[src/rtl/mul11_rr_scheduler_if.sv]
// Request/result bundle for mul11_rr_scheduler.
// req_*: NUM_REQ operand ports; out_*: product stream; busy: pipe occupied.
interface mul11_rr_scheduler_if #(
  parameter int NUM_REQ = 4,
  parameter int ID_W    = $clog2(NUM_REQ)
);
  logic [NUM_REQ-1:0]    req_valid;
  logic [NUM_REQ-1:0]    req_ready;
  logic [NUM_REQ*11-1:0] req_a;
  logic [NUM_REQ*11-1:0] req_b;
  logic                  out_valid;
  logic                  out_ready;
  logic [21:0]           out_prod;
  logic [ID_W-1:0]       out_id;
  logic                  busy;

  modport master (
    output req_valid, req_a, req_b,
    output out_ready,
    input  req_ready, out_valid,
    input  out_prod, out_id, busy
  );

  modport slave (
    input  req_valid, req_a, req_b,
    input  out_ready,
    output req_ready, out_valid,
    output out_prod, out_id, busy
  );
endinterface

[src/rtl/mul11_rr_scheduler.sv]
// Round-robin share of one 11x11 multiplier, two-stage pipe.
// Ports: clk, rst_n (async low), bus (slave modport of the _if).
module multiplier_11 (
  input  logic [10:0] A_in,
  input  logic [10:0] B_in,
  output logic [21:0] OUT
);
  assign OUT = {11'b0, A_in} * {11'b0, B_in};
endmodule

module mul11_rr_scheduler #(
  parameter int NUM_REQ = 4,
  parameter int ID_W    = $clog2(NUM_REQ)
) (
  input logic clk,
  input logic rst_n,
  mul11_rr_scheduler_if.slave bus
);
  logic            s1_v_q, s1_v_d;
  logic [10:0]     s1_a_q, s1_a_d;
  logic [10:0]     s1_b_q, s1_b_d;
  logic [ID_W-1:0] s1_id_q, s1_id_d;
  logic            s2_v_q, s2_v_d;
  logic [21:0]     s2_prod_q, s2_prod_d;
  logic [ID_W-1:0] s2_id_q, s2_id_d;
  logic [ID_W-1:0] rr_q, rr_d;

  logic            found;
  logic [ID_W-1:0] win;
  logic [10:0]     sel_a, sel_b;
  logic            s2_load, s1_free, accept;
  logic [21:0]     mul_out;

  // Two passes: indices at/after rr_q first, then wrap to the rest.
  always_comb begin
    found = 1'b0;
    win   = '0;
    sel_a = '0;
    sel_b = '0;
    for (int i = 0; i < NUM_REQ; i++) begin
      if (!found && bus.req_valid[i] &&
          i >= int'(rr_q)) begin
        found = 1'b1;
        win   = ID_W'(i);
        sel_a = bus.req_a[11*i +: 11];
        sel_b = bus.req_b[11*i +: 11];
      end
    end
    for (int i = 0; i < NUM_REQ; i++) begin
      if (!found && bus.req_valid[i]) begin
        found = 1'b1;
        win   = ID_W'(i);
        sel_a = bus.req_a[11*i +: 11];
        sel_b = bus.req_b[11*i +: 11];
      end
    end
  end

  assign s2_load = s1_v_q && (!s2_v_q || bus.out_ready);
  assign s1_free = !s1_v_q || s2_load;
  assign accept  = rst_n && found && s1_free;

  multiplier_11 u_mul (
    .A_in (s1_a_q),
    .B_in (s1_b_q),
    .OUT  (mul_out)
  );

  always_comb begin
    s1_v_d    = s1_v_q;
    s1_a_d    = s1_a_q;
    s1_b_d    = s1_b_q;
    s1_id_d   = s1_id_q;
    s2_v_d    = s2_v_q;
    s2_prod_d = s2_prod_q;
    s2_id_d   = s2_id_q;
    rr_d      = rr_q;
    if (accept) begin
      s1_v_d  = 1'b1;
      s1_a_d  = sel_a;
      s1_b_d  = sel_b;
      s1_id_d = win;
      rr_d    = (win == ID_W'(NUM_REQ-1)) ?
                '0 : win + 1'b1;
    end else if (s2_load) begin
      s1_v_d = 1'b0;
    end
    if (s2_load) begin
      s2_v_d    = 1'b1;
      s2_prod_d = mul_out;
      s2_id_d   = s1_id_q;
    end else if (bus.out_ready) begin
      s2_v_d = 1'b0;
    end
  end

  always_ff @(posedge clk or negedge rst_n) begin
    if (!rst_n) begin
      s1_v_q    <= 1'b0;
      s1_a_q    <= '0;
      s1_b_q    <= '0;
      s1_id_q   <= '0;
      s2_v_q    <= 1'b0;
      s2_prod_q <= '0;
      s2_id_q   <= '0;
      rr_q      <= '0;
    end else begin
      s1_v_q    <= s1_v_d;
      s1_a_q    <= s1_a_d;
      s1_b_q    <= s1_b_d;
      s1_id_q   <= s1_id_d;
      s2_v_q    <= s2_v_d;
      s2_prod_q <= s2_prod_d;
      s2_id_q   <= s2_id_d;
      rr_q      <= rr_d;
    end
  end

  // Ready is held low during reset so nothing looks accepted.
  assign bus.req_ready = accept ?
    ({{(NUM_REQ-1){1'b0}}, 1'b1} << win) : '0;
  assign bus.out_valid = s2_v_q;
  assign bus.out_prod  = s2_prod_q;
  assign bus.out_id    = s2_id_q;
  assign bus.busy      = s1_v_q | s2_v_q;
endmodule
[src/flat_wrapper.sv]
// flat-port wrapper written by rule: the top's interface ports become plain ports
module mul11_rr_scheduler_flat 
#(
  parameter int NUM_REQ = 4,
  parameter int ID_W    = $clog2(NUM_REQ)
)
  (clk, rst_n, bus_req_valid, bus_req_a, bus_req_b, bus_out_ready, bus_req_ready, bus_out_valid, bus_out_prod, bus_out_id, bus_busy);
  mul11_rr_scheduler_if #(.NUM_REQ(NUM_REQ), .ID_W(ID_W)) bus_i ();
  input logic clk;
  input logic rst_n;
  input wire logic [$bits(bus_i.req_valid)-1:0] bus_req_valid;
  input wire logic [$bits(bus_i.req_a)-1:0] bus_req_a;
  input wire logic [$bits(bus_i.req_b)-1:0] bus_req_b;
  input wire logic [$bits(bus_i.out_ready)-1:0] bus_out_ready;
  output wire logic [$bits(bus_i.req_ready)-1:0] bus_req_ready;
  output wire logic [$bits(bus_i.out_valid)-1:0] bus_out_valid;
  output wire logic [$bits(bus_i.out_prod)-1:0] bus_out_prod;
  output wire logic [$bits(bus_i.out_id)-1:0] bus_out_id;
  output wire logic [$bits(bus_i.busy)-1:0] bus_busy;
  assign bus_i.req_valid = bus_req_valid;
  assign bus_i.req_a = bus_req_a;
  assign bus_i.req_b = bus_req_b;
  assign bus_i.out_ready = bus_out_ready;
  assign bus_req_ready = bus_i.req_ready;
  assign bus_out_valid = bus_i.out_valid;
  assign bus_out_prod = bus_i.out_prod;
  assign bus_out_id = bus_i.out_id;
  assign bus_busy = bus_i.busy;
  mul11_rr_scheduler #(.NUM_REQ(NUM_REQ), .ID_W(ID_W)) u_core (.clk(clk), .rst_n(rst_n), .bus(bus_i));
endmodule
[config.mk]
export PLATFORM = sky130hd
export DESIGN_NAME = mul11_rr_scheduler_flat
export DESIGN_NICKNAME = d
export VERILOG_FILES = /design/src/rtl/mul11_rr_scheduler_if.sv /design/src/rtl/mul11_rr_scheduler.sv /design/src/flat_wrapper.sv
export SDC_FILE = /design/constraint.sdc
export NUM_CORES = 1
export LEC_CHECK = 0
export BUFFER_PORTS_ARGS = -buffer_cell sky130_fd_sc_hd__buf_2
export CELL_PAD_IN_SITES_DETAIL_PLACEMENT = 2
export CELL_PAD_IN_SITES_GLOBAL_PLACEMENT = 2
export CORE_MARGIN = 5
export CORE_UTILIZATION = 39
export DETAILED_ROUTE_END_ITERATION = 8
export GPL_ROUTABILITY_DRIVEN = 1
export GPL_TIMING_DRIVEN = 0
export PLACE_DENSITY = 0.95
export SKIP_CTS_REPAIR_TIMING = 1
export SLEW_MARGIN = 15
export SYNTH_ARGS = -nofsm -noshare
export SYNTH_HDL_FRONTEND = slang
export SYNTH_HIERARCHICAL = 1
export SYNTH_SLANG_ARGS = --single-unit
[constraint.sdc]
create_clock -name clk -period 12.9 [get_ports clk]
set_clock_uncertainty 0.05 [all_clocks]
set_input_delay 0 -clock clk [delete_from_list [all_inputs] [get_ports clk]]
set_output_delay 0 -clock clk [all_outputs]
set_load 0.02 [all_outputs]
=== After elaboration in Yosys (flattened, before gate mapping) ===
Index checks and enable logic that the tools add are counted.

* $add $sub $neg: 1
* $mul: 1
* Order comparisons: 3
* Eq/ne operators: 1
* Shifts and indexed selects: 1
* Mux-type cells: 37
* Bitwise operators: 1
* Reductions and logical operators: 26

{| class="wikitable"
|+ Operators with widths
! cell !! count
|-
| 11-bit 2-to-1 mux || 16
|-
| 11-bit by 11-bit multiplier with 22-bit output || 1
|-
| 2-bit 2-to-1 mux || 7
|-
| 1-bit logical AND || 13
|-
| 1-bit 2-to-1 mux || 13
|-
| 1-bit zero test || 9
|-
| 1-bit by 2-bit greater-or-equal comparator with 1-bit output (first input constant) || 2
|-
| 4-bit 2-to-1 mux || 1
|-
| 2-bit nonzero test || 2
|-
| 1-bit by 2-bit left shift with 4-bit output (first input constant) || 1
|-
| 2-bit by 1-bit adder with 2-bit output (second input constant) || 1
|-
| 2-bit equality test (second input constant) || 1
|-
| 2-bit greater-or-equal comparator (first input constant) || 1
|-
| 1-bit logical OR || 2
|-
| 1-bit OR || 1
|}

* Flip-flop bits (word level): 52
* Input bits: 95
* Output and inout bits: 30
* Word-level logic and storage cells: 79

=== Depth between registers and ports, before layout ===
Gate-level depths: netlist (run 1).

* Depth after elaboration: 29
* Mapped depth: 20
* Mapped depth without buffers: 19

=== Modules after synthesis ===
The synthesis (run 1) kept the hierarchy.

{| class="wikitable"
|+ By module, submodules not included
! module !! instances !! cells an instance !! area an instance (sq um) !! sequential area each (sq um)
|-
| multiplier_11 || 1 || 486 || 4083.9 || 0.0
|-
| mul11_rr_scheduler || 1 || 370 || 3759.9 || 1301.2
|}

=== Worst setup path before layout (run 1) ===
Ideal clock, no wire load.

* Kind: flip-flop to flip-flop
* From: register u_core.s1_b_q[2]
* To: register u_core.s2_prod_q[19], in the netlist u_core/bus.out_prod[19]
* Setup time: 125 ps
* Arrival: 4918 ps
* Data required time: 12725 ps
* Setup slack: 7807 ps
* Stages on the path, launching flop included: 19
* Path buffers: 1
* Clock period less this slack: 5093 ps
* Cells stage by stage: dfrtp_1 > clkbuf_1 > nand2_1 > fa_1 > fa_1 > inv_1 > fa_1 > fa_1 > inv_1 > fa_1 > inv_1 > ha_1 > o211a_1 > o31a_1 > or4_4 > a31oi_4 > o21ai_0 > xor2_1 > mux2_2

* Word-level cells in the longest chain between the ends: 1

{| class="wikitable"
|+ RTL lines
! element !! RTL line !! source
|-
| start, declared || mul11_rr_scheduler.sv:21 || <nowiki>logic [10:0] s1_b_q, s1_b_d;</nowiki>
|-
| start signal, assigned || mul11_rr_scheduler.sv:101 || <nowiki>s1_b_q <= '0;</nowiki>
|-
| start signal, assigned || mul11_rr_scheduler.sv:110 || <nowiki>s1_b_q <= s1_b_d;</nowiki>
|-
| 11-bit by 11-bit multiplier with 22-bit output || mul11_rr_scheduler.sv:8 || <nowiki>assign OUT = {11'b0, A_in} * {11'b0, B_in};</nowiki>
|-
| net u_core.mul_out[19] || mul11_rr_scheduler.sv:32 || <nowiki>logic [21:0] mul_out;</nowiki>
|-
| end signal, assigned || mul11_rr_scheduler.sv:113 || <nowiki>s2_prod_q <= s2_prod_d;</nowiki>
|-
| end, declared || mul11_rr_scheduler.sv:24 || <nowiki>logic [21:0] s2_prod_q, s2_prod_d;</nowiki>
|}

The timed path passes the listed nets, and every way through them passes these cells.
A chain may end at the register's enable or synchronous reset.

=== Final worst setup path (run 1) ===
* From: register u_core.s1_a_q[5]
* To: register u_core.s2_prod_q[19], in the netlist u_core/bus.out_prod[19]

* Word-level cells in the longest chain between the ends: 1

{| class="wikitable"
|+ RTL lines
! element !! RTL line !! source
|-
| start, declared || mul11_rr_scheduler.sv:20 || <nowiki>logic [10:0] s1_a_q, s1_a_d;</nowiki>
|-
| start signal, assigned || mul11_rr_scheduler.sv:100 || <nowiki>s1_a_q <= '0;</nowiki>
|-
| start signal, assigned || mul11_rr_scheduler.sv:109 || <nowiki>s1_a_q <= s1_a_d;</nowiki>
|-
| 11-bit by 11-bit multiplier with 22-bit output || mul11_rr_scheduler.sv:8 ||
|-
| net u_core.mul_out[19] || mul11_rr_scheduler.sv:32 ||
|}

The timed path passes the listed nets, and every way through them passes these cells.

==> summary.md, run 1 <==
| Metric | Value |
|---|---|
| DIE AREA | `23000 um2` |
| H-tree Lvls | `2` |
| Worst r2r src | `u_core/s1_a_q[5]` |
| Maximum number of pins on one net before global-route repair | `54` |
| Die W | `152 um` |
| IO Port Bufs | `121` |
| Ys flop type | `dfrtp_1` |
| Violated checks | `negative hold slack` |
| Via count | `7360` |
| Worst Setup Slack, final | `6.88 ns` |
| Met2 Usage GRT | `50.1%` |
| # DRC | `0` |
| Diodes inserted | `0` |
| Sequential area share after synthesis | `16.6%` |
| DR vias/cell | `5.87` |
| Slowest CP cell | `fa_1` |
| Total global-route track usage | `27.1%` |
| Gr busiest metal | `met2` |
| Clock buffer count from CTS | `5` |
| Fin crit share | `46.7%` |
| Congestion Overflow GR | `0` |
| Area grow syn2layout | `14.4%` |
| Synthesized cell area | `7840 um2` |
| Measured slew at the worst slew-check pin | `0.798 ns` |
| Initial DRC count | `360` |
| Worst-skew pair later-pin latency | `0.33 ns` |
| Hold Violations, Final | `4` |
| Most common cell on crit path | `fa_1` |
| Util after Layout | `45.7%` |
| Final Slew Violations | `0` |
| Crit-path cells | `clkbuf_1, nand2_1, fa_1, fa_1, inv_1, fa_1, fa_1, inv_1, fa_1, inv_1, ha_1, o211a_1, o31a_1, or4_4, a31oi_4, o21ai_0, xor2_1, mux2_2` |
| Nets@finish | `1225` |
| Worst reg2reg endpoint | `u_core/bus.out_prod[19]` |
| Syn Inst Count | `856` |
| Worst Setup SP | `u_core/s1_a_q[5]` |
| Setup slack, reg-to-reg | `6.88 ns` |
| Final hold slack | `-0.0291 ns` |
| Ys Warns | `6` |
| TritonCTS clock tree | `yes` |
| Initial antenna violation count | `0` |
| FMAX | `0.166 GHz` |
| Share of layout cells above drive strength 1 | `22.0%` |
| Cell variety after synth | `64` |
| Core area | `19700 um2` |
| Async S/R FF share, synth | `100%` |
| Worst Hold Class | `in2reg` |
| Critical Path RT | `13.06 ns` |
| Status | `complete, but fails checks` |
| Antenna Nets Post-Route | `0` |
| Num ports | `125` |
| CP Launch Type | `flip-flop` |
| Tmin final | `6.02 ns` |
| Mean post-synth cell area | `9.16 um2` |
| Setup TNS | `0 ns` |
| Met3 usage | `4.63%` |
| Worst Path Class, Setup | `reg2reg` |
| TritonCTS Sinks | `52` |
| Crit end category | `flip-flop` |
| RD Place Congestion | `0.838` |
| Commonest non-fill, non-tap cells in the layout | `buf_2, inv_1, nand2_1` |
| Clk buf depth | `2` |
| Final Non-Filler Cells | `1254` |
| WL/cell | `26.2 um` |
| Die Ht | `152 um` |
| Clock root cell | `clkbuf_16` |
| MaxCap Viol Count | `0` |
| Drt first pass iters | `5` |
| Setup violators final | `0` |
| Row cnt | `51` |
| Most common cell after layout, fill and taps aside | `buf_2` |
| Placed instance count | `1242` |
| WL final | `32800 um` |
| Relative slew slack | `46.8%` |
| Global-route wire length before repair | `49600 um` |
| CP Data Arrival Time | `6.18 ns` |
| Yosys reg bits | `52` |
| Final HPWL DP | `25200 um` |
| Vias in the first global route | `8772` |
| Initial Util | `39.9%` |
| RSZ-0062 raised after global routing | `false` |
| Syn nets | `1093` |
| CTS clk-pin slew, worst paths | `0.09 ns` |
| Post-synth EDFFs | `0` |
| Pre-CTS WS | `6.98 ns` |
| CP endpoint | `u_core/bus.out_prod[19]` |
| Slowest Stage Delay on Critical Path | `0.60 ns` |
| Met1 usage | `29.9%` |
| Worst reg-to-reg path cell count | `18` |
| Worst Path Max Fanout | `10` |
==> kinds of logic (layout without fill, tap and decap cells) <==
family | after synthesis | after routing | synth area share (%)
simple gates | 247 | 247 | 16.7
buf+inv | 188 | 321 | 9.75
compound gates | 168 | 168 | 19.0
fa+ha+maj | 142 | 142 | 30.3
flops | 52 | 52 | 16.6
mux | 41 | 41 | 5.60
xor+xnor | 18 | 18 | 2.01
==> routing by layer <==
| metal | wire (um) | vias to the layer above |
|---|---|---|
| met5 | 0 | - |
| met4 | 1680 | 0 |
| met3 | 1510 | 114 |
| met2 | 17300 | 300 |
| met1 | 12300 | 3766 |
| li1 | - | 3180 |
==> state kept, by name, summed over array words and instances, names as in the netlist <==
name                  flops
u_core/bus.out_prod      22
u_core/s1_a_q            11
u_core/rr_q               2
u_core/s1_v_q             1
u_core/bus.out_valid      1
u_core/s1_id_q            2
u_core/s1_b_q            11
u_core/bus.out_id         2
==> critical path, delay by kind of cell, from the launching register on <==
| kind | cells | cell delay (ns) |
|---|---|---|
| AO/OA/AOI/OAI | 4 | 0.65 |
| XOR/XNOR | 1 | 0.16 |
| adder cells (fa/ha/maj) | 6 | 2.85 |
| buffers and inverters | 4 | 0.74 |
| flip-flops | 1 | 0.43 |
| multiplexers | 1 | 0.26 |
| AND/OR/NAND/NOR | 2 | 0.73 |
==> synth_stat cells (all sizes together) (2+ instances only) <==
master,count,share of area [%]
a21oi,22,1.6
and4,2,0.22
buf,22,1.8
nand2,91,4.4
and3b,16,1.8
o221ai,12,1.3
nand4b,2,0.22
mux2,23,3.3
fa,80,20
and2,63,5.0
a22oi,8,0.77
o21a,3,0.38
o21bai,2,0.19
clkbuf,40,1.9
o21ai,13,0.83
nor2b,7,0.85
nor3b,2,0.26
inv,126,6.0
a221oi,39,5.6
xor2,8,0.89
nand3,9,0.57
nand2b,6,0.48
a31oi,19,1.7
mux2i,18,2.3
nor3,9,0.57
a21o,6,0.57
xnor2,10,1.1
o22ai,16,1.3
ha,62,9.9
dfrtp,52,17
o32ai,16,3.1
nor2,31,1.5
==> stage by stage <==
stage / hold WS, ns / cell area, um2
2_1_floorplan: -0.346 / 7840
3_3_place_gp: 0.243 / 8780
3_5_place_dp: 0.0570 / 8780
4_1_cts: -0.288 / 8930
5_1_grt: 0.00282 / 8970
6_report: -0.0291 / 8970
==> layout make-up <==
class | count | area [um2]
clock buffers | 5 | 125
multi-input cells | 616 | 5780
repair buffers | 125 | 648
well taps | 265 | 332
clock inverters | 3 | 25.0
inverters | 126 | 473
fillers | 2239 | 10700
flip-flops and latches | 52 | 1300
plain buffers | 62 | 292
==> worst min-delay path by stage <==
stage	from	to	cells past startpoint
floorplan	rst_n	u_core/bus.out_id[0]	0
global placement	bus_out_ready	u_core/bus.out_valid	3
detailed placement	rst_n	u_core/bus.out_prod[6]	1
CTS	rst_n	u_core/bus.out_prod[6]	1
global route	bus_req_b[19]	u_core/s1_b_q[8]	3
finish	bus_req_a[10]	u_core/s1_a_q[10]	3
Power of run 1 is left out: the tool's default activity adds up to more than one toggle a clock period on the data nets, which glitch-free logic cannot reach.
==> inputs of run 2 (changes only) <==
- CORE_UTILIZATION: 39 -> 33
- PLACE_DENSITY: 0.95 -> 0.86
- clock period: 12.9 -> 5.1 ns (I/O delays scaled with it)
==> summary.md, run 2 (synthesized netlist as in run 1, its figures left out) <==
| Metric | Value |
|---|---|
| Status | `complete, but fails checks` |
| Violated checks | `negative hold slack, negative setup slack` |
| Layout fillers | `2592` |
| Worst Hold Class | `in2reg` |
| CP Launch Type | `flip-flop` |
| Max FFs per register | `22` |
| Share of layout cells above drive strength 1 | `30.7%` |
| Tmin final | `5.44 ns` |
| Commonest non-fill, non-tap cells in the layout | `buf_2, inv_1, nand2_1` |
| Final HPWL DP | `23600 um` |
| Critical Path RT | `5.26 ns` |
| Fin crit share | `107%` |
| Initial Util | `33.4%` |
| Core area | `23500 um2` |
| Worst Path Class, Setup | `reg2reg` |
| Nets@finish | `1259` |
| Global-route wire length before repair | `46500 um` |
| TritonCTS Sinks | `52` |
| Final Slew Violations | `0` |
| Area grow syn2layout | `23.0%` |
| FMAX | `0.184 GHz` |
| Vias in the first global route | `8296` |
| Die Ht | `164 um` |
| MaxCap Viol Count | `0` |
| Worst-skew pair later-pin latency | `0.32 ns` |
| Worst Path Max Fanout | `10` |
| Hold Violations, Final | `2` |
| Final hold slack | `-0.0188 ns` |
| Die W | `164 um` |
| IO Port Bufs | `121` |
| Drt first pass iters | `7` |
| TritonCTS clock tree | `yes` |
| Crit end category | `flip-flop` |
| Total global-route track usage | `22.0%` |
| Via count | `7668` |
| Initial DRC count | `431` |
| CP Data Arrival Time | `5.60 ns` |
| Clock root cell | `clkbuf_16` |
| # DRC | `0` |
| Initial antenna violation count | `1` |
| WL/cell | `26.9 um` |
| Antenna Nets Post-Route | `0` |
| Pre-CTS WS | `-0.977 ns` |
| Relative slew slack | `43.7%` |
| H-tree Lvls | `2` |
| Measured slew at the worst slew-check pin | `0.845 ns` |
| CTS clk-pin slew, worst paths | `0.10 ns` |
| Most common cell after layout, fill and taps aside | `buf_2` |
| Congestion Overflow GR | `0` |
| Maximum number of pins on one net before global-route repair | `54` |
| DIE AREA | `27000 um2` |
| WL final | `36200 um` |
| Setup violators final | `8` |
| Num ports | `125` |
| Worst Setup Slack, final | `-0.337 ns` |
| Row cnt | `56` |
| DR vias/cell | `5.71` |
| Clk buf depth | `2` |
| RD Place Congestion | `0.859` |
| Clock buffer count from CTS | `5` |
| RSZ-0062 raised after global routing | `true` |
[run 2: path summary, 6_finish.rpt]
kind,start,to,slack [ns],cells past startpoint
max,u_core/s1_a_q[2],u_core/bus.out_prod[20],-0.34,17
min,bus_req_a[2],u_core/s1_a_q[2],-0.02,3
max reg2reg,u_core/s1_a_q[2],u_core/bus.out_prod[20],-0.34,17
min reg2reg,u_core/bus.out_prod[11],u_core/bus.out_prod[11],0.46,1
max in group asynchronous,rst_n,u_core/s1_a_q[0],4.20,2
min in group asynchronous,rst_n,u_core/bus.out_prod[12],0.23,2
[run 2: layout make-up]
cell class	instances	area [um2]	share of cell area [%]
repair buffers	161	948	9.83
inverters	126	473	4.90
flip-flops and latches	52	1310	13.6
clock inverters	3	28.8	0.298
diodes	1	2.50	0.0259
clock buffers	5	125	1.30
plain buffers	60	400	4.15
multi-input cells	616	5960	61.8
well taps	319	399	4.14
[run 2: worst max-delay path, stage by stage, from the launching register on]
cell      delay (ns)
dfrtp_1         0.44
buf_6           0.19
nand2_1         0.18
fa_1            0.62
fa_1            0.58
inv_2           0.05
fa_2            0.49
fa_1            0.58
inv_2           0.06
fa_1            0.42
inv_2           0.09
ha_4            0.23
a21oi_2         0.14
o21bai_1        0.10
a311o_1         0.42
nor3_4          0.26
o311ai_2        0.13
mux2_4          0.28
[run 2: routing by layer]
metal  share of wire (%)  GRT usage, %  vias up
met4                 4.4          5.34        0
met3                 4.9          2.79       96
li1                    -             -     3243
met1                  37          26.3     3979
met5                   0             0        -
met2                  53          41.7      350
[run 2: stage by stage]
step / setup TNS (ns) / util [%] / hold slack [ns] / instance area (um2) / instances
after floorplan: 0 / - / -0.346 / 7840 / 856
after global placement: -4.53 / 37.7 / 0.254 / 8850 / 1296
after CTS: -7.40 / 38.4 / -0.279 / 9000 / 1304
after global routing: -3.27 / 41.1 / 0.0112 / 9650 / 1343
after detailed placement: -7.01 / 37.7 / 0.0591 / 8850 / 1296
final: -1.95 / 41.1 / -0.0188 / 9650 / 1343
Power of run 2 is left out for the same reason.
==> inputs of run 3 (changes only) <==
- CORE_UTILIZATION: 33 -> 36
- PLACE_DENSITY: 0.86 -> 0.89
- SKIP_CTS_REPAIR_TIMING: 1 -> not set
- clock period: 5.1 -> 6.1 ns (I/O delays scaled with it)
==> summary.md, run 3 (synthesized netlist as in run 1, its figures left out) <==
| Metric | Value |
|---|---|
| Total global-route track usage | `23.5%` |
| DR vias/cell | `5.66` |
| Hold Violations, Final | `0` |
| Setup slack, reg-to-reg | `0.19 ns` |
| Commonest non-fill, non-tap cells in the layout | `buf_2, inv_1, nand2_1` |
| Vias in the first global route | `8510` |
| Drt first pass iters | `5` |
| DIE AREA | `24800 um2` |
| CTS clk-pin slew, worst paths | `0.09 ns` |
| TritonCTS clock tree | `yes` |
| Congestion Overflow GR | `0` |
| Worst Path Class, Setup | `reg2reg` |
| Die W | `158 um` |
| Measured slew at the worst slew-check pin | `0.818 ns` |
| WL final | `29000 um` |
| Nets@finish | `1227` |
| IO Port Bufs | `121` |
| H-tree Lvls | `2` |
| Row cnt | `54` |
| Critical Path RT | `6.24 ns` |
| Final Slew Violations | `0` |
| Worst Hold Class | `in2reg` |
| Status | `finished clean` |
| Layout fillers | `2481` |
| CP Launch Type | `flip-flop` |
| TritonCTS Sinks | `52` |
| Worst-skew pair later-pin latency | `0.32 ns` |
| Via count | `7197` |
| Tmin final | `5.91 ns` |
| Initial DRC count | `363` |
| MaxCap Viol Count | `0` |
| FMAX | `0.169 GHz` |
| Fin crit share | `96.9%` |
| Die Ht | `158 um` |
| Share of layout cells above drive strength 1 | `22.1%` |
| Area grow syn2layout | `15.0%` |
| # DRC | `0` |
| Global-route wire length before repair | `45900 um` |
| Initial antenna violation count | `1` |
| Clk buf depth | `2` |
| Max FFs per register | `22` |
| WL/cell | `22.8 um` |
| Num ports | `125` |
| Worst Path Max Fanout | `10` |
| Setup violators final | `0` |
| Pre-CTS WS | `0.190 ns` |
| Clock buffer count from CTS | `5` |
| Core area | `21600 um2` |
| Relative slew slack | `45.5%` |
| RD Place Congestion | `0.858` |
| Clock root cell | `clkbuf_16` |
| Util after Layout | `41.7%` |
| Final Non-Filler Cells | `1272` |
| Worst Setup Slack, final | `0.191 ns` |
| Antenna Nets Post-Route | `0` |
| Initial Util | `36.3%` |
| Setup TNS | `0 ns` |
| Maximum number of pins on one net before global-route repair | `54` |
| Final HPWL DP | `23300 um` |
| CP Data Arrival Time | `6.05 ns` |
| Placed instance count | `1257` |
| Crit end category | `flip-flop` |
| Most common cell after layout, fill and taps aside | `buf_2` |
run 3: cell count changes in the layout (fill, tap and decap cells not counted), sizes merged:
cell	delta
clkinv	+1
buf	-54
clkbuf	+19
inv	-1
dlygate4sd3	+3
run 3: metrics by stage:
stage	instance area (um2)	hold slack (ns)
finish	9020	0.000574
global route	9020	0.0216
CTS	9010	0.000417
detailed placement	8800	0.0665
global placement	8800	0.248
floorplan	7840	-0.346
run 3: path summary, 6_finish.rpt:
| path | startpoint | to | cells after the start |
|---|---|---|---|
| min reg2reg | u_core/bus.out_prod[17] | u_core/bus.out_prod[17] | 1 |
| max reg2reg | u_core/s1_a_q[5] | u_core/bus.out_prod[21] | 18 |
| max | u_core/s1_a_q[5] | u_core/bus.out_prod[21] | 18 |
| min | bus_req_b[38] | u_core/s1_b_q[5] | 3 |
| min in group asynchronous | rst_n | u_core/bus.out_prod[6] | 2 |
| max in group asynchronous | rst_n | u_core/s1_a_q[7] | 2 |
run 3: critical path, cell delays in order (launching register included):
cell and delay [ns]:
dfrtp_1 0.44, clkbuf_1 0.50, nand2_1 0.17, fa_1 0.55
fa_1 0.41, inv_1 0.11, fa_1 0.47, fa_1 0.55
inv_1 0.06, fa_1 0.49, inv_1 0.05, ha_1 0.34
o211a_1 0.16, o31a_1 0.11, or4_4 0.52, a31oi_4 0.23
a22oi_1 0.15, xnor2_1 0.14, mux2_2 0.27
run 3: metal layers:
metal  wire length (um)  GRT usage [%]  vias up
met5                  0              0        -
met4                924           8.28        0
met3               1370           3.50       64
met2              15100           43.6      249
met1              11700           27.4     3701
li1                   -              -     3183
run 3: repair_timing:
item	in CTS	in global routing
gates resized for setup	0	1
setup buffers	0	0
endpoints found under the hold margin	57	0
hold buffers	6	0
endpoints found under the setup margin	0	1
run 3: area by class of cell:
class	count	area, um2	share of cell area, %
repair buffers	127	668	7.41
clock inverters	3	26.3	0.291
multi-input cells	616	5780	64.1
flip-flops and latches	52	1300	14.4
clock buffers	5	125	1.39
well taps	280	350	3.88
plain buffers	62	292	3.23
diodes	1	2.50	0.0277
inverters	126	473	5.24
Power of run 3 is left out for the same reason.
